**config.mk**
```make
export PLATFORM = sky130hd
export DESIGN_NAME = ser_bit_feeder
export DESIGN_NICKNAME = d
export VERILOG_FILES = /design/src/rtl/ser_bit_feeder.sv
export SDC_FILE = /design/constraint.sdc
export NUM_CORES = 1
export LEC_CHECK = 0
export CAP_MARGIN = 20
export CORE_MARGIN = 2
export CORE_UTILIZATION = 35
export CTS_CLUSTER_SIZE = 14
export DETAILED_ROUTE_END_ITERATION = 12
export MAX_ROUTING_LAYER = met4
export PLACE_DENSITY = 0.58
export SYNTH_ARGS = -nofsm -noshare
export SYNTH_HDL_FRONTEND = slang
export SYNTH_SLANG_ARGS = --single-unit
```
**constraint.sdc**
```tcl
create_clock -name clk -period 4.9 [get_ports clk]
set_input_delay 1.47 -clock clk [delete_from_list [all_inputs] [get_ports clk]]
set_output_delay 1.47 -clock clk [all_outputs]
set_load 0.02 [all_outputs]
```
**src/rtl/ser_bit_feeder.sv**
```systemverilog
// ser_bit_feeder: parallel-to-serial feeder for the serial run-detect FSM.
//
// Accepts WIDTH-bit words on a valid/ready handshake and shifts them out one
// bit per clock on ser_out. ser_out is held at 0 whenever no data bit is being
// driven (idle, gap, after flush/reset), so the downstream detector falls back
// to its start state between words. A one-entry hold buffer lets words stream
// back-to-back with no bubble when GAP_CYCLES == 0.
//
// Parameters:
//   WIDTH      bits per word (2..32)
//   GAP_CYCLES forced-0 cycles after each word's last bit (0..15)
//   MSB_FIRST  1: send bit WIDTH-1 first, 0: send bit 0 first
//
// Ports:
//   clk, rst_n       clock (rising edge), asynchronous active-low reset
//   in_data/in_valid word offered upstream
//   in_ready         combinational: !hold_full && !flush
//   flush            synchronous abort of the current and the held word
//   ser_out          registered serial bit
//   ser_active       registered, ser_out carries a data bit
//   word_done        registered pulse coincident with each word's last bit
//   busy             state != IDLE or hold buffer full
module ser_bit_feeder #(
    parameter int WIDTH      = 8,
    parameter int GAP_CYCLES = 0,
    parameter bit MSB_FIRST  = 1'b1
) (
    input  logic             clk,
    input  logic             rst_n,
    input  logic [WIDTH-1:0] in_data,
    input  logic             in_valid,
    output logic             in_ready,
    input  logic             flush,
    output logic             ser_out,
    output logic             ser_active,
    output logic             word_done,
    output logic             busy
);

    localparam int CW = $clog2(WIDTH);
    localparam logic [CW-1:0] LAST_IDX = CW'(WIDTH - 1);
    localparam logic [CW-1:0] PRE_LAST = CW'(WIDTH - 2);
    // Gap counter counts down the remaining gap cycles; 0 marks the final one.
    localparam logic [3:0] GAP_LAST = (GAP_CYCLES > 0) ? 4'(GAP_CYCLES - 1) : 4'd0;

    typedef enum logic [1:0] {IDLE, SHIFT, GAP} state_t;

    state_t           state;
    logic [WIDTH-1:0] shreg;
    logic [WIDTH-1:0] hold;
    logic             hold_full;
    logic [CW-1:0]    cnt;
    logic [3:0]       gcnt;

    logic             accept;
    logic             last_bit;
    logic             start_ok;
    logic             load_hold;
    logic             load_in;
    logic             load;
    logic             to_hold;
    logic [WIDTH-1:0] load_word;
    logic             load_bit;
    logic [WIDTH-1:0] load_rest;
    logic             next_bit;
    logic [WIDTH-1:0] next_rest;

    assign in_ready = !hold_full && !flush;
    assign accept   = in_valid && in_ready;
    assign busy     = (state != IDLE) || hold_full;

    always_comb begin
        last_bit  = (state == SHIFT) && (cnt == LAST_IDX);
        // A new word may start at the next edge from IDLE, at the end of the
        // last bit when there is no gap, or at the final gap cycle.
        start_ok  = (state == IDLE)
                  || (last_bit && (GAP_CYCLES == 0))
                  || ((state == GAP) && (gcnt == 4'd0));
        // The held word always has priority; it is older than any new accept.
        load_hold = start_ok && hold_full;
        load_in   = start_ok && !hold_full && accept;
        load      = load_hold || load_in;
        to_hold   = accept && !load_in;
        load_word = hold_full ? hold : in_data;

        // shreg keeps the not-yet-sent bits aligned so the next bit is always
        // at the same end; the bit on ser_out has already been shifted away.
        if (MSB_FIRST) begin
            load_bit  = load_word[WIDTH-1];
            load_rest = load_word << 1;
            next_bit  = shreg[WIDTH-1];
            next_rest = shreg << 1;
        end else begin
            load_bit  = load_word[0];
            load_rest = load_word >> 1;
            next_bit  = shreg[0];
            next_rest = shreg >> 1;
        end
    end

    always_ff @(posedge clk or negedge rst_n) begin
        if (!rst_n) begin
            state      <= IDLE;
            shreg      <= '0;
            hold       <= '0;
            hold_full  <= 1'b0;
            cnt        <= '0;
            gcnt       <= '0;
            ser_out    <= 1'b0;
            ser_active <= 1'b0;
            word_done  <= 1'b0;
        end else if (flush) begin
            state      <= IDLE;
            shreg      <= '0;
            hold_full  <= 1'b0;
            cnt        <= '0;
            gcnt       <= '0;
            ser_out    <= 1'b0;
            ser_active <= 1'b0;
            word_done  <= 1'b0;
        end else begin
            word_done <= 1'b0;

            // Refill wins over drain so a same-cycle drain+accept keeps both.
            if (to_hold) begin
                hold      <= in_data;
                hold_full <= 1'b1;
            end else if (load_hold) begin
                hold_full <= 1'b0;
            end

            if (load) begin
                state      <= SHIFT;
                shreg      <= load_rest;
                ser_out    <= load_bit;
                ser_active <= 1'b1;
                cnt        <= '0;
                gcnt       <= GAP_LAST;
            end else begin
                case (state)
                    SHIFT: begin
                        if (last_bit) begin
                            state      <= (GAP_CYCLES > 0) ? GAP : IDLE;
                            gcnt       <= GAP_LAST;
                            ser_out    <= 1'b0;
                            ser_active <= 1'b0;
                        end else begin
                            ser_out    <= next_bit;
                            shreg      <= next_rest;
                            ser_active <= 1'b1;
                            cnt        <= cnt + 1'b1;
                            word_done  <= (cnt == PRE_LAST);
                        end
                    end
                    GAP: begin
                        if (gcnt == 4'd0) state <= IDLE;
                        else              gcnt  <= gcnt - 4'd1;
                        ser_out    <= 1'b0;
                        ser_active <= 1'b0;
                    end
                    default: begin
                        state      <= IDLE;
                        ser_out    <= 1'b0;
                        ser_active <= 1'b0;
                    end
                endcase
            end
        end
    end

endmodule

```
# == Word-level counts from Yosys, hierarchy flattened ==
# Cells that the tools add are included.
# totals
word_cells,79
output_inout_bits,5
input_bits,12
regBits,29
# op_classes
n_addsub,2
n_reduce_logical,25
muxes,34
n_bitwise,1
eq_ne,8
# ops
operator,n
$mux 8,5
$mux 4,4
$mux 1,15
$mux 3,4
$logic_and 1x1->1,8
$mux 2,4
$ne 4x4->1 const B,2
$pmux 4 s2,1
$eq 3x3->1 const B,2
$reduce_and 2->1,3
$reduce_bool 3->1,2
$logic_not 4->1,1
$logic_or 1x1->1,4
$ne 4x3->1 const B,1
$pmux 2 s2,1
$reduce_bool 4->1,1
$sub 4x1->4 const B,1
$add 3x1->3 const B,1
$logic_not 1->1,3
$ne 3x2->1 const B,1
$reduce_and 3->1,1
$eq 2x1->1 const B,1
$eq 2x2->1 const B,1
$logic_not 2->1,1
2 further kinds,2

# == Depth between registers and ports, before layout ==
# Gate-level depths: netlist (run 1).
# logic_depth
word_depth,10
depth_mapped,6
ltp_nobuf,5

# == Worst setup path before layout (run 1) ==
# No wires, ideal clock.
# synth_path
path_type,input to output
from,in flush
to,out in_ready
path_buffers,1
cell_stages,2
required_time_ps,3430
setup_slack_ps,1530
arrival_time_ps,1900
cell_sequence,buf_2 nor2_2
# synth_via
elab_chain_len,2
# synth_rtl
element,line_no,text
"start, declared",33,"input logic flush,"
$logic_not 1->1,68,assign in_ready = !hold_full && !flush;
$logic_and 1x1->1,68,
"end, declared",32,"output logic in_ready,"
# No other way between the ends.

# == Final worst setup path (run 1) ==
# Ends and elaborated chain as after synthesis.

==> reports/metrics.cfg, run 1 <==
[setup_path]
cp_cell_sequence = clkdlybuf4s50_1 > nor2_2 > clkdlybuf4s50_1
crit_required_ns = 3.43
slowest_stage = clkdlybuf4s50_1
max_stage_delay_ns = 0.63
regToRegEndpoint = shreg[3]
path_common_cell = clkdlybuf4s50_1
worstReg2RegStart = cnt[0]
crit_family = buffers and inverters
path_max_fanout = 9
r2r_cells = 5
critical_path_cell_count = 3
crit_path_end_kind = output pin
critPathLaunchType = input pin
cp.arrival_ns = 2.94
worstSetupPathType = input pin to output pin
reg2reg_slack_ns = 3.00
cp_num_buf_inv = 2

[yosys]
async_flop_share_pct = 100
synthTopCellsByArea = dfrtp_1 49%, mux2_4 10%, a32o_1 5.1%
yosysMostFrequentCell = dfrtp_1
yosys.area.top_type = dfrtp_1
synth-seq-cells = 23
avgSynthCellArea_um2 = 13.6
yosys_warnings = 0
yosysTopAreaCellShare_pct = 49.1
synth_common_cells = 23 x dfrtp_1, 8 x mux2_4, 7 x nand2b_1
synth.distinct_cells = 24
syn_nets = 101
synth_area_um2 = 1170
synth-main-ff-cell = dfrtp_1
yosysSeqAreaShare_pct = 49.1
synth_enable_flop_cells = 0
syn_inst = 86

[clocking]
ctsRootBufferMaster = clkbuf_4
htree_levels = 1
cts_hold_buf = 0
cts_tree = yes
clk_path_buf_depth = 2
cts_buffers = 3
cts_sinks = 23
cts_resized = 0
clk_pin_slew_ns = 0.13
cts_setup_buffers = 0
insertion_delay_ns = 0.33

[min_path]
worstHoldStart = shreg[6]
hold-path-cell-count = 1
min_path_type = flip-flop to flip-flop
hold_path_end = shreg[6]

[drt]
dr.pass1.iters = 3
avgRoutedWirePerCell_um = 14.9
drt_iter0_drc = 18
vias = 740
drcViolationCount = 0
vias_per_cell = 5.00
postRouteAntennaNets = 0
totalWireLength_um = 2200

[status]
status = complete, no violations

[sta]
tightest_slew_ns = 0.788
fin_crit_ns = 4.41
maxSlewViolCount = 0
finalHoldViolations = 0
fmax_mhz = 227
slew_headroom_pct = 47.4
setup_viol_count_final = 0
fin_crit_sh_pct = 90.0
rsz0062_at_grt = false
clock_skew_ns = 0.00889
fin_setup_tns_ns = 0

[job]
drv_cap = 0

[place]
dp_hpwl_um = 1470
port-buffer-count = 16
place_congestion = 0.751

[cells_and_area]
drive_above_1_share_pct = 18.6
syn_to_final_growth_pct = 19.5
fillers = 325
final_nets = 118
diodes = 0

[die]
die_h_um = 61.9
rows = 21
core-area_um2 = 3280
dieArea_um2 = 3830
io_pins = 17
die_width_um = 61.9
initial_core_util_pct = 35.7

[power_and_ir_drop]
vdd.ir_drop.worst_mv = 0.0926
p_per_area_nw_per_um2 = 294
power_leakage_nw = 0.613
total_power_mw = 0.412

[grt]
grt_overflow = 0
grt_pass1_wl_um = 3590
grt_max_degree = 24
grt_pass1_vias = 721
antenna_found_initial = 0
track_usage_pct = 13.6

cells by family after synthesis:
family / after synthesis / share of synthesized area, %
mux: 17 / 18.3
flops: 23 / 49.1
fa+ha+maj: 3 / 3.20
simple gates: 19 / 12.4
compound gates: 18 / 13.0
buf+inv: 6 / 4.06
registers in the layout (all words and copies together) (netlist names):
signal,count
hold,8
word_done,1
ser_active,1
state,1
shreg,7
ser_out,1
cnt,3
hold_full,1
per-layer routing:
layer / track usage, % / wire [um]
met1: 17.8 / 1050
met2: 20.2 / 1020
met3: 2.07 / 73
met4: 7.29 / 57
met5: - / 0
area by class of cell:
| class | instances | area [um^2] | share of cell area (%) |
|---|---|---|---|
| Inverter | 1 | 3.75 | 0.268 |
| Clock inverter | 1 | 5.00 | 0.357 |
| Sequential cell | 23 | 576 | 41.1 |
| Tap cell | 46 | 57.6 | 4.11 |
| Clock buffer | 3 | 22.5 | 1.61 |
| Timing Repair Buffer | 17 | 188 | 13.4 |
| Multi-Input combinational cell | 57 | 549 | 39.2 |
how the worst max path moves through the flow:
| stage | start | endpoint |
|---|---|---|
| global route | flush | in_ready |
| floorplan | flush | in_ready |
| finish | flush | in_ready |
| CTS | flush | in_ready |
| global placement | flush | in_ready |
| detailed placement | flush | in_ready |
per-stage QoR:
step	util (%)	worst slack (ns)	std cells	hold WS [ns]	instance area [um^2]
detailed placement	41.0	0.486	143	0.476	1350
floorplan	-	1.53	86	0.457	1170
global route	42.7	0.420	148	0.529	1400
CTS	41.8	0.483	147	0.507	1370
global placement	41.0	0.526	143	0.469	1350
finish	42.7	0.492	148	0.502	1400
worst register-to-register path, delay by kind of cell (launching register included):
family	cells	cell delay, ns
AO/OA/AOI/OAI	2	0.66
adder cells (fa/ha/maj)	2	0.43
flip-flops	1	0.43
AND/OR/NAND/NOR	1	0.34
power breakdown:
| group | internal (mW) | switching [mW] |
|---|---|---|
| Combinational | 0.0531 | 0.0342 |
| Sequential | 0.215 | 0.0157 |
| Clock | 0.0307 | 0.0636 |
placed cells by master, fill, tap and decap left out, types with 2 or more instances in the layout:
master	instances
nand2b_1	7
mux2_1	3
dfrtp_1	23
nor2_1	2
clkdlybuf4s50_1	16
a32o_1	6
nor3_1	3
mux2i_1	6
o211ai_1	6
a22o_1	3
clkbuf_4	3
mux2_4	8
ha_1	3
(Power assumes the default switching activity.)
==> inputs of run 2 (changes only) <==
- clock period: 4.9 -> 4.5 ns (I/O delays scaled with it)
==> reports/metrics.cfg, run 2 (same netlist as run 1, synthesis figures left out) <==
[status]
status = complete, no violations

[clocking]
insertion_delay_ns = 0.30
cts_setup_buffers = 0
cts_sinks = 23
cts_buffers = 3
cts_tree = yes
htree_levels = 1
clk_path_buf_depth = 2
cts_hold_buf = 0
cts_resized = 0
clk_pin_slew_ns = 0.13
ctsRootBufferMaster = clkbuf_4

[setup_path]
cp_num_buf_inv = 2
crit_path_end_kind = output pin
crit_family = buffers and inverters
crit_required_ns = 3.15
cp.arrival_ns = 2.60
slowest_stage = clkdlybuf4s50_1
critPathLaunchType = input pin
path_common_cell = clkdlybuf4s50_1
worstSetupPathType = input pin to output pin
path_max_fanout = 2
cp_cell_sequence = clkdlybuf4s50_1 > nor2_2 > clkdlybuf4s50_1
max_stage_delay_ns = 0.65

[grt]
grt_pass1_wl_um = 3620
antenna_found_initial = 0
grt_pass1_vias = 783
grt_overflow = 0
grtUsageMet3_pct = 1.86
grtUsageMet1_pct = 17.5
grt-busiest-layer = met2
track_usage_pct = 13.4
gr-usage-met2_pct = 22.1
grt_max_degree = 24

[drt]
vias_per_cell = 5.11
dr.pass1.iters = 4
drt_iter0_drc = 16
postRouteAntennaNets = 0
avgRoutedWirePerCell_um = 14.2
drcViolationCount = 0
totalWireLength_um = 2120
vias = 761

[cells_and_area]
drive_above_1_share_pct = 19.4
final_common_cell = dfrtp_1
syn_to_final_growth_pct = 20.2
largest_reg_flops = 8
diodes = 0
largestRegisters = hold (8), shreg (7), cnt (3)
fillers = 314
final_util_pct = 42.9
multi_input_area_um2 = 549
largest_register = hold
final_cell_mix = 23 x dfrtp_1, 16 x clkdlybuf4s50_1, 8 x mux2_4
ff_latch_area_um2 = 576
final_nets = 119

[place]
dp_hpwl_um = 1500
place_congestion = 0.682
port-buffer-count = 16
place_ws_ns = 0.532

[power_and_ir_drop]
power_leakage_nw = 0.617
p_per_area_nw_per_um2 = 314
vdd.ir_drop.worst_mv = 0.0926
total_power_mw = 0.443

[die]
core-area_um2 = 3280
initial_core_util_pct = 35.7
dieArea_um2 = 3830
die_h_um = 61.9
io_pins = 17
die_width_um = 61.9
rows = 21

[sta]
finalHoldViolations = 0
rsz0062_at_grt = false
fin_crit_ns = 3.95
fmax_mhz = 253
slew_headroom_pct = 47.4
tightest_slew_ns = 0.789
holdWs_ns = 0.503
setup_ws_ns = 0.551
clock_skew_ns = 0.00434
fin_setup_tns_ns = 0
fin_crit_sh_pct = 87.8
setup_viol_count_final = 0
maxSlewViolCount = 0

[min_path]
min_path_type = flip-flop to flip-flop

[job]
drv_cap = 0

## run 2: cell types whose count changed in the layout (fill, tap and decap cells not counted)
cell | previous run | this run
buf_4 | 0 | 1
## run 2: metal layers
| metal | share of wire, % | routed length, um |
|---|---|---|
| met5 | 0 | 0 |
| met4 | 0.19 | 4 |
| met3 | 4.2 | 90 |
| met2 | 50 | 1060 |
| met1 | 46 | 969 |
## run 2: area by class of cell
type                       instances  area share, %
timing repair buffer              18           13.9
clock inverter                     1          0.355
multi-input combinational         57           39.0
inverter                           1          0.266
sequential                        23           40.9
tap                               46           4.09
clock buffer                       3           1.60
## run 2: metrics by stage
step                      instance area (um^2)  std cells
after CTS                                 1380        148
after global placement                    1350        144
after global routing                      1410        149
final                                     1410        149
after floorplan                           1170         86
after detailed placement                  1350        144
## run 2: final timing paths
path	startpoint	endpoint	slack, ns	depth (start not counted)
worst max-delay path	flush	in_ready	0.55	3
worst min-delay path	shreg[6]	shreg[6]	0.50	1
worst max register to register	cnt[0]	shreg[2]	2.61	5
worst min register to register	shreg[6]	shreg[6]	0.50	1
max in group asynchronous	rst_n	shreg[5]	2.75	2
min in group asynchronous	rst_n	hold[4]	1.33	1
## run 2: where the power goes
part	leakage (nW)	switching (mW)	internal (mW)
clock	0.0177	0.0623	0.0331
combinational	0.307	0.0378	0.0584
sequential	0.293	0.0173	0.234
## run 2: worst register-to-register path, stage by stage (launching register included)
cell,delay (ns)
dfrtp_1,0.43
ha_1,0.21
ha_1,0.22
nand2b_1,0.35
a21oi_2,0.41
a32o_1,0.22
==> inputs of run 3 (changes only) <==
- GPL_TIMING_DRIVEN: unset -> 0
==> reports/metrics.cfg, run 3 (same netlist as run 1, synthesis figures left out) <==
[sta]
maxSlewViolCount = 0
finalHoldViolations = 0
fin_crit_sh_pct = 81.4
fin_crit_ns = 3.66
holdWs_ns = 0.504
slew_headroom_pct = 61.8
setup_viol_count_final = 0
tightest_slew_ns = 0.569
clock_skew_ns = 0.00766
fmax_mhz = 273
fin_setup_tns_ns = 0
rsz0062_at_grt = false

[drt]
vias_per_cell = 4.89
avgRoutedWirePerCell_um = 14.4
postRouteAntennaNets = 0
dr.pass1.iters = 4
drcViolationCount = 0
vias = 744
totalWireLength_um = 2190
drt_iter0_drc = 34

[power_and_ir_drop]
power_leakage_nw = 0.632
vdd.ir_drop.worst_mv = 0.0949
total_power_mw = 0.447
p_per_area_nw_per_um2 = 311

[clocking]
cts_hold_buf = 0
clk_path_buf_depth = 2
insertion_delay_ns = 0.31
clk_pin_slew_ns = 0.13
cts_setup_buffers = 0
ctsRootBufferMaster = clkbuf_4
cts_resized = 0
cts_tree = yes
htree_levels = 1
cts_sinks = 23
cts_buffers = 3

[min_path]
hold_path_end = shreg[5]
hold-path-cell-count = 1
worstHoldStart = shreg[5]
min_path_type = flip-flop to flip-flop

[cells_and_area]
postLayoutCellArea_um2 = 1430
largest_register = hold
syn_to_final_growth_pct = 22.3
final_cell_mix = 23 x dfrtp_1, 15 x clkdlybuf4s50_1, 8 x mux2_4
final_nets = 122
instances_no_fill = 152
final_common_cell = dfrtp_1
ff_latch_area_um2 = 576
largestRegisters = hold (8), shreg (7), cnt (3)
drive_above_1_share_pct = 21.7
diodes = 0
fillers = 303
largest_reg_flops = 8
multi_input_area_um2 = 549

[setup_path]
regToRegEndpoint = hold[7]
cp_cell_sequence = buf_2 > nor2_2 > clkdlybuf4s50_1
path_max_fanout = 9
crit_family = buffers and inverters
critPathLaunchType = input pin
worstSetupPathType = input pin to output pin
max_stage_delay_ns = 0.63
crit_path_end_kind = output pin
slowest_stage = clkdlybuf4s50_1
r2r_cells = 6
reg2reg_slack_ns = 2.73
worstReg2RegStart = cnt[0]
cp.arrival_ns = 2.31
cp_num_buf_inv = 2
crit_required_ns = 3.15

[die]
die_width_um = 61.9
core-area_um2 = 3280
die_h_um = 61.9
rows = 21
dieArea_um2 = 3830
io_pins = 17
initial_core_util_pct = 35.7

[place]
dp_hpwl_um = 1520
port-buffer-count = 15
placed_cell_area_um2 = 1380
place_congestion = 0.707
placedCellCount = 147

[grt]
grtUsageMet1_pct = 19.0
grt-busiest-layer = met2
grt_pass1_wl_um = 3730
grtUsageMet3_pct = 1.86
grt_pass1_vias = 752
track_usage_pct = 13.9
grt_max_degree = 24
gr-usage-met2_pct = 21.7
antenna_found_initial = 0
grt_overflow = 0

[status]
status = complete, no violations

[job]
drv_cap = 0

## run 3: cell types whose count changed in the layout (fill, tap and decap cells not counted)
cell and change:
buf_2 +2, buf_4 -1, buf_6 +3, clkbuf_1 +1
clkdlybuf4s50_1 -1, clkinv_2 -1
## run 3: final cells by class
cell class                      count  share of cell area, %
Inverter                            1                  0.262
Multi-Input combinational cell     57                   38.3
Buffer                              5                   3.05
Clock buffer                        4                   1.83
Sequential cell                    23                   40.1
Tap cell                           46                   4.01
Timing Repair Buffer               16                   12.4
## run 3: worst register-to-register path, cell delays in order, from the launching register on
cell and delay, ns:
dfrtp_1 0.43, ha_1 0.21, ha_1 0.22, nor2b_4 0.12, buf_6 0.15, nand3_4 0.19, mux2_4 0.35
## run 3: routing by layer
| metal | vias to the layer above | part of all wire, % | wire (um) |
|---|---|---|---|
| met5 | - | 0 | 0 |
| met4 | 0 | 1.3 | 29 |
| met3 | 2 | 3.4 | 74 |
| met2 | 11 | 48 | 1060 |
| met1 | 369 | 47 | 1040 |
| li1 | 362 | - | - |
## run 3: power by group
part | internal [mW] | total, mW | switching, mW
Sequential | 0.234 | 0.249 | 0.0147
Combinational | 0.0606 | 0.102 | 0.0412
Clock | 0.0345 | 0.0963 | 0.0618
## run 3: how the worst max path moves through the flow
stage | startpoint | endpoint | slack (ns) | cells after the start
after global routing | flush | in_ready | 0.78 | 3
final | flush | in_ready | 0.84 | 3
after floorplan | flush | in_ready | 1.37 | 2
after global placement | flush | in_ready | 0.83 | 3
after CTS | flush | in_ready | 0.82 | 3
after detailed placement | flush | in_ready | 0.82 | 3
## run 3: through the flow
stage               util [%]  worst slack [ns]
floorplan                  -              1.37
global placement        42.0             0.830
detailed placement      42.0             0.819
CTS                     42.8             0.818
global route            43.7             0.777
finish                  43.7             0.836
